### src/rtl/crossbar_arbiter.sv
// Round-robin N:1 stream arbiter with a single registered output stage.
// Define CROSSBAR_ARB_TLAST_LOCK_EN to hold the grant for a whole packet.
module crossbar_arbiter #(
    parameter  int NUM_PORTS  = 4,
    parameter  int DATA_WIDTH = 32,
    localparam int ID_WIDTH   = $clog2(NUM_PORTS)
) (
    input  logic                            clk,
    input  logic                            resetn,
    input  logic [NUM_PORTS-1:0]            s_axis_data_tvalid,
    output logic [NUM_PORTS-1:0]            s_axis_data_tready,
    input  logic [NUM_PORTS*DATA_WIDTH-1:0] s_axis_data_tdata,
`ifdef CROSSBAR_ARB_TLAST_LOCK_EN
    input  logic [NUM_PORTS-1:0]            s_axis_data_tlast,
    output logic                            m_axis_data_tlast,
`endif
    output logic                            m_axis_data_tvalid,
    input  logic                            m_axis_data_tready,
    output logic [DATA_WIDTH-1:0]           m_axis_data_tdata,
    output logic [ID_WIDTH-1:0]             m_axis_data_tid
);

    localparam logic [ID_WIDTH:0]   NP   = (ID_WIDTH+1)'(NUM_PORTS);
    localparam logic [ID_WIDTH-1:0] LAST = ID_WIDTH'(NUM_PORTS-1);

    logic [ID_WIDTH-1:0]   rr_ptr;
    logic [ID_WIDTH-1:0]   grant_id;
    logic [ID_WIDTH-1:0]   next_ptr;
    logic                  grant_vld;
    logic                  load;
    logic                  accept;
    logic [DATA_WIDTH-1:0] sel_data;
    logic [ID_WIDTH:0]     sum;

`ifdef CROSSBAR_ARB_TLAST_LOCK_EN
    logic                locked;
    logic [ID_WIDTH-1:0] lock_id;
    logic                sel_last;
`endif

    assign load   = !m_axis_data_tvalid || m_axis_data_tready;
    assign accept = load && grant_vld && resetn;

    // Walk downward so the port closest to rr_ptr wins.
    always_comb begin
        grant_vld = 1'b0;
        grant_id  = '0;
        sum       = '0;
        for (int k = NUM_PORTS-1; k >= 0; k--) begin
            sum = {1'b0, rr_ptr} + (ID_WIDTH+1)'(k);
            if (sum >= NP)
                sum = sum - NP;
            if (s_axis_data_tvalid[sum[ID_WIDTH-1:0]]) begin
                grant_vld = 1'b1;
                grant_id  = sum[ID_WIDTH-1:0];
            end
        end
`ifdef CROSSBAR_ARB_TLAST_LOCK_EN
        if (locked) begin
            grant_id  = lock_id;
            grant_vld = s_axis_data_tvalid[lock_id];
        end
`endif
    end

    always_comb begin
        sel_data           = '0;
        s_axis_data_tready = '0;
        for (int k = 0; k < NUM_PORTS; k++) begin
            if (grant_id == ID_WIDTH'(k)) begin
                sel_data              = s_axis_data_tdata[k*DATA_WIDTH +: DATA_WIDTH];
                s_axis_data_tready[k] = accept;
            end
        end
    end

`ifdef CROSSBAR_ARB_TLAST_LOCK_EN
    assign sel_last = s_axis_data_tlast[grant_id];
`endif

    assign next_ptr = (grant_id == LAST) ? '0 : grant_id + 1'b1;

    always_ff @(posedge clk) begin
        if (!resetn) begin
            m_axis_data_tvalid <= 1'b0;
            m_axis_data_tid    <= '0;
            rr_ptr             <= '0;
`ifdef CROSSBAR_ARB_TLAST_LOCK_EN
            locked             <= 1'b0;
            lock_id            <= '0;
`endif
        end else begin
            if (load) begin
                m_axis_data_tvalid <= accept;
                if (accept)
                    m_axis_data_tid <= grant_id;
            end
            if (accept) begin
`ifdef CROSSBAR_ARB_TLAST_LOCK_EN
                if (sel_last) begin
                    rr_ptr <= next_ptr;
                    locked <= 1'b0;
                end else begin
                    locked  <= 1'b1;
                    lock_id <= grant_id;
                end
`else
                rr_ptr <= next_ptr;
`endif
            end
        end
    end

    // Payload is left unreset; it is qualified by m_axis_data_tvalid.
    always_ff @(posedge clk) begin
        if (accept) begin
            m_axis_data_tdata <= sel_data;
`ifdef CROSSBAR_ARB_TLAST_LOCK_EN
            m_axis_data_tlast <= sel_last;
`endif
        end
    end

endmodule

### config.mk
export PLATFORM = sky130hd
export DESIGN_NAME = crossbar_arbiter
export DESIGN_NICKNAME = d
export VERILOG_FILES = /design/src/rtl/crossbar_arbiter.sv
export SDC_FILE = /design/constraint.sdc
export NUM_CORES = 1
export LEC_CHECK = 0
export BUFFER_PORTS_ARGS = -buffer_cell sky130_fd_sc_hd__buf_4
export CAP_MARGIN = 40
export CORE_MARGIN = 2
export CORE_UTILIZATION = 40
export CTS_CLUSTER_SIZE = 28
export DETAILED_ROUTE_END_ITERATION = 8
export HOLD_SLACK_MARGIN = 0.08
export PLACE_DENSITY = 0.82
export SETUP_SLACK_MARGIN = 0.15
export SYNTH_ARGS = -nofsm -noshare
export SYNTH_HDL_FRONTEND = slang
export SYNTH_SLANG_ARGS = --single-unit
### constraint.sdc
create_clock -name clk -period 2.9 [get_ports clk]
set_input_delay 0.58 -clock clk [delete_from_list [all_inputs] [get_ports clk]]
set_output_delay 0.58 -clock clk [all_outputs]
set_load 0.02 [all_outputs]
After elaboration in Yosys (flattened, before gate mapping)
Cells that the tools add are included.

word-level totals
  flip-flop bits (word level) = 37
  bits of input ports = 135
  output and inout bits = 39

cells by class
  reduce and logical (&&, ||, !) cells = 6
  muxes and demuxes = 29
  $lt $le $gt $ge = 8
  $add $sub $neg = 8
  equality and inequality tests = 3

operator list
  kind                                                                                 number
  32-bit two-way mux                                                                   4
  2-bit two-way mux                                                                    9
  2-bit by 3-bit < comparator with 1-bit output, second input constant                 4
  1-bit two-way mux                                                                    12
  3-bit greater-or-equal comparator, second input constant                             3
  1-bit binary-select mux with 2-bit select                                            4
  2-bit by 1-bit subtractor with 2-bit output, second input constant                   4
  2-bit by 2-bit adder with 3-bit output, second input constant                        2
  2-bit equality test, second input constant                                           2
  2-bit by 1-bit adder with 3-bit output, second input constant                        1
  2-bit by 3-bit greater-or-equal comparator with 1-bit output, second input constant  1
  2-bit by 1-bit adder with 2-bit output, second input constant                        1
  2-bit by 1-bit equality test with 1-bit output, second input constant                1
  1-bit logical AND                                                                    2
  2-bit logical NOT                                                                    1
  2-bit AND reduction                                                                  1
  1-bit logical NOT                                                                    1
  1-bit logical OR                                                                     1

Longest topological paths before layout
  depth in word-level cells = 14
  mapped depth = 11

Worst setup path before layout
OpenSTA, ideal clock, no wires.

  kind = input port to output port
  start point = input port s_axis_data_tvalid[2]
  end point = output port s_axis_data_tready[3]
  arrival time = 2143 ps
  setup slack = 177 ps
  path buffers = 2
  stages = 8
  required time = 2320 ps
  cell sequence = nor2b_1 > a21boi_0 > o32ai_1 > inv_1 > ha_1 > clkbuf_1 > clkbuf_1 > and2_1

RTL lines
  element                                    line  text
  from (decl)                                10    input logic [NUM_PORTS-1:0] s_axis_data_tvalid,
  1-bit binary-select mux with 2-bit select  53    if (s_axis_data_tvalid[sum[ID_WIDTH-1:0]]) begin
  1-bit two-way mux (not written as such)    53
  2-bit two-way mux (3 in a row)             53
  2-bit two-way mux (*)                      53
  via grant_id[1]                            27    logic [ID_WIDTH-1:0] grant_id;
  2-bit equality test (*)                    70    if (grant_id == ID_WIDTH'(k)) begin
  1-bit two-way mux (*)                      70
  to (decl)                                  11    output logic [NUM_PORTS-1:0] s_axis_data_tready,

The timed path passes the listed nets; every way through them passes the cells marked *. The select of a mux whose other input is x is not followed.

Worst setup path in the final report
  start point = input port s_axis_data_tvalid[2]
  end point = register m_axis_data_tdata[10], data pin

between the ends
  cells in the longest elaborated chain, start to end = 11

ends and longest elaborated chain
  element                                    line  text
  1-bit binary-select mux with 2-bit select  53
  1-bit two-way mux (not written as such)    53
  2-bit two-way mux (3 in a row)             53
  2-bit two-way mux (*)                      53
  2-bit logical NOT                          70
  32-bit two-way mux (3 in a row)            70
  32-bit two-way mux (*)                     70
  via sel_data[10]                           32    logic [DATA_WIDTH-1:0] sel_data;
  to (signal assigned)                       117   m_axis_data_tdata <= sel_data;
  to (decl)                                  19    output logic [DATA_WIDTH-1:0] m_axis_data_tdata,

Marks and branches as above.
A chain may end at the register's enable or synchronous reset.

==> impl_metrics.env <==
export IMPL_cap_violations=0
export IMPL_synth_seq_cells=37
export IMPL_nNetsFinal=537
export IMPL_grt_pass1_wl_um=11050
export IMPL_startpoint="s_axis_data_tvalid[2]"
export IMPL_cts_tree="yes"
export IMPL_dr_pass1_iters=4
export IMPL_worst_endpoint_required_ns=3.00
export IMPL_grt_max_degree=37
export IMPL_hold_violations=0
export IMPL_endpoint_kind="register"
export IMPL_grt_use_total_pct=23.25
export IMPL_worstHoldEndpoint="m_axis_data_tid[0]"
export IMPL_fin_util_pct=70.77
export IMPL_cp_max_fo=31
export IMPL_drc=0
export IMPL_report_final_slew_viol_count=0
export IMPL_ys_top_cells_by_area="edfxtp_1 (44%), a221o_1 (14%), o21ai_0 (13%)"
export IMPL_power_frac_comb_pct=48.8
export IMPL_die_w_um=77.90
export IMPL_tightest_slew_ns=0.7479
export IMPL_fin_area_um2=3684
export IMPL_async_reset_ff_share_pct=0
export IMPL_syn2layout_area_growth_pct=68.61
export IMPL_whs_path_depth=2
export IMPL_io_buffers=173
export IMPL_synthCells=224
export IMPL_cp_start_kind="input pin"
export IMPL_die_height_um=77.90
export IMPL_holdCritPathClass="register to register"
export IMPL_p_int_mw=1.414
export IMPL_seq_area_frac_synth_pct=48.57
export IMPL_tns_ns=0
export IMPL_post_dp_cell_area_um2=3585
export IMPL_gp_congestion=0.8952
export IMPL_power_frac_clock_pct=15.8
export IMPL_yosysTopAreaCell="edfxtp_1"
export IMPL_pre_cts_slack_ns=-0.04247
export IMPL_timing_rr_end="m_axis_data_tdata[10]"
export IMPL_overflow=0
export IMPL_drtAntennaViolNets=0
export IMPL_rr_startpoint="rr_ptr[0]"
export IMPL_syn_area_um2=2185
export IMPL_rows=26
export IMPL_fmax_mhz=376.3
export IMPL_crit_type="input pin to register"
export IMPL_yosysUniqueCellTypes=26
export IMPL_setup_violations=0
export IMPL_clk_pin_slew_worst_paths_ns=0.07
export IMPL_dp_hpwl_um=5712
export IMPL_r2r_cells=9
export IMPL_rsz0062_at_grt="true"
export IMPL_num_vias=2430
export IMPL_synthTopCellsByCount="o21ai_0 (56), nand2_1 (37), edfxtp_1 (32)"
export IMPL_ir_worst_vdd_mv=0.3022
export IMPL_min_from="m_axis_data_tid[0]"
export IMPL_dp_cells=459
export IMPL_fin_crit_sh_pct=91.64
export IMPL_clk_latency_ns=0.28
export IMPL_post_route_min_period_ns=2.658
export IMPL_wl_per_cell_um=15.40
export IMPL_clk_path_buf_depth=2
export IMPL_max_slew_margin_rel_pct=50.04
export IMPL_path_delay_family="compound AO/OA/AOI/OAI gates"
export IMPL_finalClockSkew_ns=0.004729
export IMPL_antenna_found_initial=0
export IMPL_cts_buffers=5
export IMPL_boundaryPins=174
export IMPL_grt_pass1_vias=2367
export IMPL_p_switching_uw=751.9
export IMPL_arrival_ns=2.76
export IMPL_final_cell_count_no_fill=469
export IMPL_synth_area_per_cell_um2=9.753
export IMPL_r2r_setup_slack_ns=0.39
export IMPL_via_per_inst=5.181
export IMPL_synth_edf_count=32
export IMPL_core_area_um2=5205
export IMPL_crit_path_top_delay_cell="nor2b_4"
export IMPL_insertedDiodeCount=0
export IMPL_finalPower_mw=2.166
export IMPL_wirelength_um=7223
export IMPL_cts_max_level=2
export IMPL_yosys_warnings=0
export IMPL_cts_root_buf="clkbuf_8"
export IMPL_synth_ff_type="edfxtp_1"
export IMPL_status="finished clean"
export IMPL_p_leak_nw=1.638
export IMPL_seqPwrFrac_pct=35.4
export IMPL_powerDensity_nw_per_um2=587.9
export IMPL_die_area_um2=6068
export IMPL_drtIter0Drc=152
export IMPL_layout_setup_ws_ns=0.2425
export IMPL_path_cells="buf_4 -> nor2b_1 -> a21boi_0 -> o32ai_1 -> buf_4 -> ha_1 -> nor2b_4 -> a221o_1 -> o21ai_0 -> o21ai_0"
export IMPL_path_buf_inv=2
export IMPL_clock_sinks=37
export IMPL_holdWs_ns=0.4781
export IMPL_initial_utilization_pct=41.97
export IMPL_switching_share_pct=34.72
export IMPL_cpPeakStageDelay_ns=0.64
export IMPL_drive_gt1_share_pct=50.13
export IMPL_syn_num_nets=363
export IMPL_synth_top_area_share_pct=43.99
export IMPL_yosysMostFrequentCell="o21ai_0"
==> cells in the final DEF, fill, tap and decap left out, types with 2 or more instances in the layout <==
cell type    n
buf_4      188
o21ai_0     56
nand2_1     37
edfxtp_1    32
a221o_1     31
o21ai_1     11
clkbuf_8     5
dfxtp_1      5
nor2b_1      4
and2_1       4
inv_1        3
a21boi_0     2
a21oi_1      2
mux2i_1      2
ha_2         2
ha_1         2
clkinv_1     2
==> flip-flops by register name, indices dropped and copies added (netlist names) <==
name and cells:
rr_ptr 2, m_axis_data_tid 2, m_axis_data_tdata 32, m_axis_data_tvalid 1
==> timing repair <==
action,CTS,global route
gates resized for setup,0,1
endpoints found under the setup margin,0,6
hold buffers,0,0
setup buffers,0,2
endpoints found under the hold margin,0,0
==> how the worst max path moves through the flow <==
stage | to | slack, ns | depth (start not counted)
floorplan | s_axis_data_tready[3] | 0.18 | 8
global placement | m_axis_data_tdata[10] | 0.07 | 10
detailed placement | m_axis_data_tdata[10] | -0.04 | 10
CTS | s_axis_data_tready[2] | 0.18 | 9
global route | m_axis_data_tdata[9] | 0.09 | 10
finish | m_axis_data_tdata[10] | 0.24 | 10
==> worst register-to-register path, delay by kind of cell, from the launching register on <==
family / cells / cell delay (ns)
compound gates: 4 / 0.82
fa+ha+maj: 1 / 0.19
buf+inv: 1 / 0.13
flops: 1 / 0.33
simple gates: 3 / 0.86
==> per-layer routing <==
metal | part of all wire (%) | routed length (um) | global-route usage [%]
met4 | 0.96 | 69 | 6.667
met2 | 53 | 3823 | 43.02
met1 | 39 | 2807 | 26.34
met3 | 7.2 | 522 | 5.698
met5 | 0 | 0 | 0
==> layout make-up <==
type	instances	area, um2
flip-flops and latches	37	1061
clock buffers	5	68.82
well taps	70	87.58
multi-input cells	162	1011
inverters	3	11.26
repair buffers	189	1431
fillers	442	1521
clock inverters	3	12.51
==> power groups by stage <==
stage / combinational, mW / sequential, mW / clock [mW]
finish: 1.06 / 0.767 / 0.343
floorplan: 0.493 / 0.901 / 0
global placement: 1.02 / 0.778 / 0
detailed placement: 1.05 / 0.779 / 0
CTS: 1.05 / 0.768 / 0.350
global route: 1.16 / 0.777 / 0.364
==> kinds of logic (layout without fill, tap and decap cells) <==
| logic type | after synthesis | after routing | share of synthesized area, % |
|---|---|---|---|
| buffers and inverters | 25 | 200 | 5.441 |
| multiplexers | 2 | 2 | 0.9164 |
| AO/OA/AOI/OAI | 104 | 104 | 31.50 |
| AND/OR/NAND/NOR | 52 | 52 | 11.28 |
| adder cells (fa/ha/maj) | 4 | 4 | 2.291 |
| flip-flops | 37 | 37 | 48.57 |
Note: power is estimated with default switching activity, not from simulation.
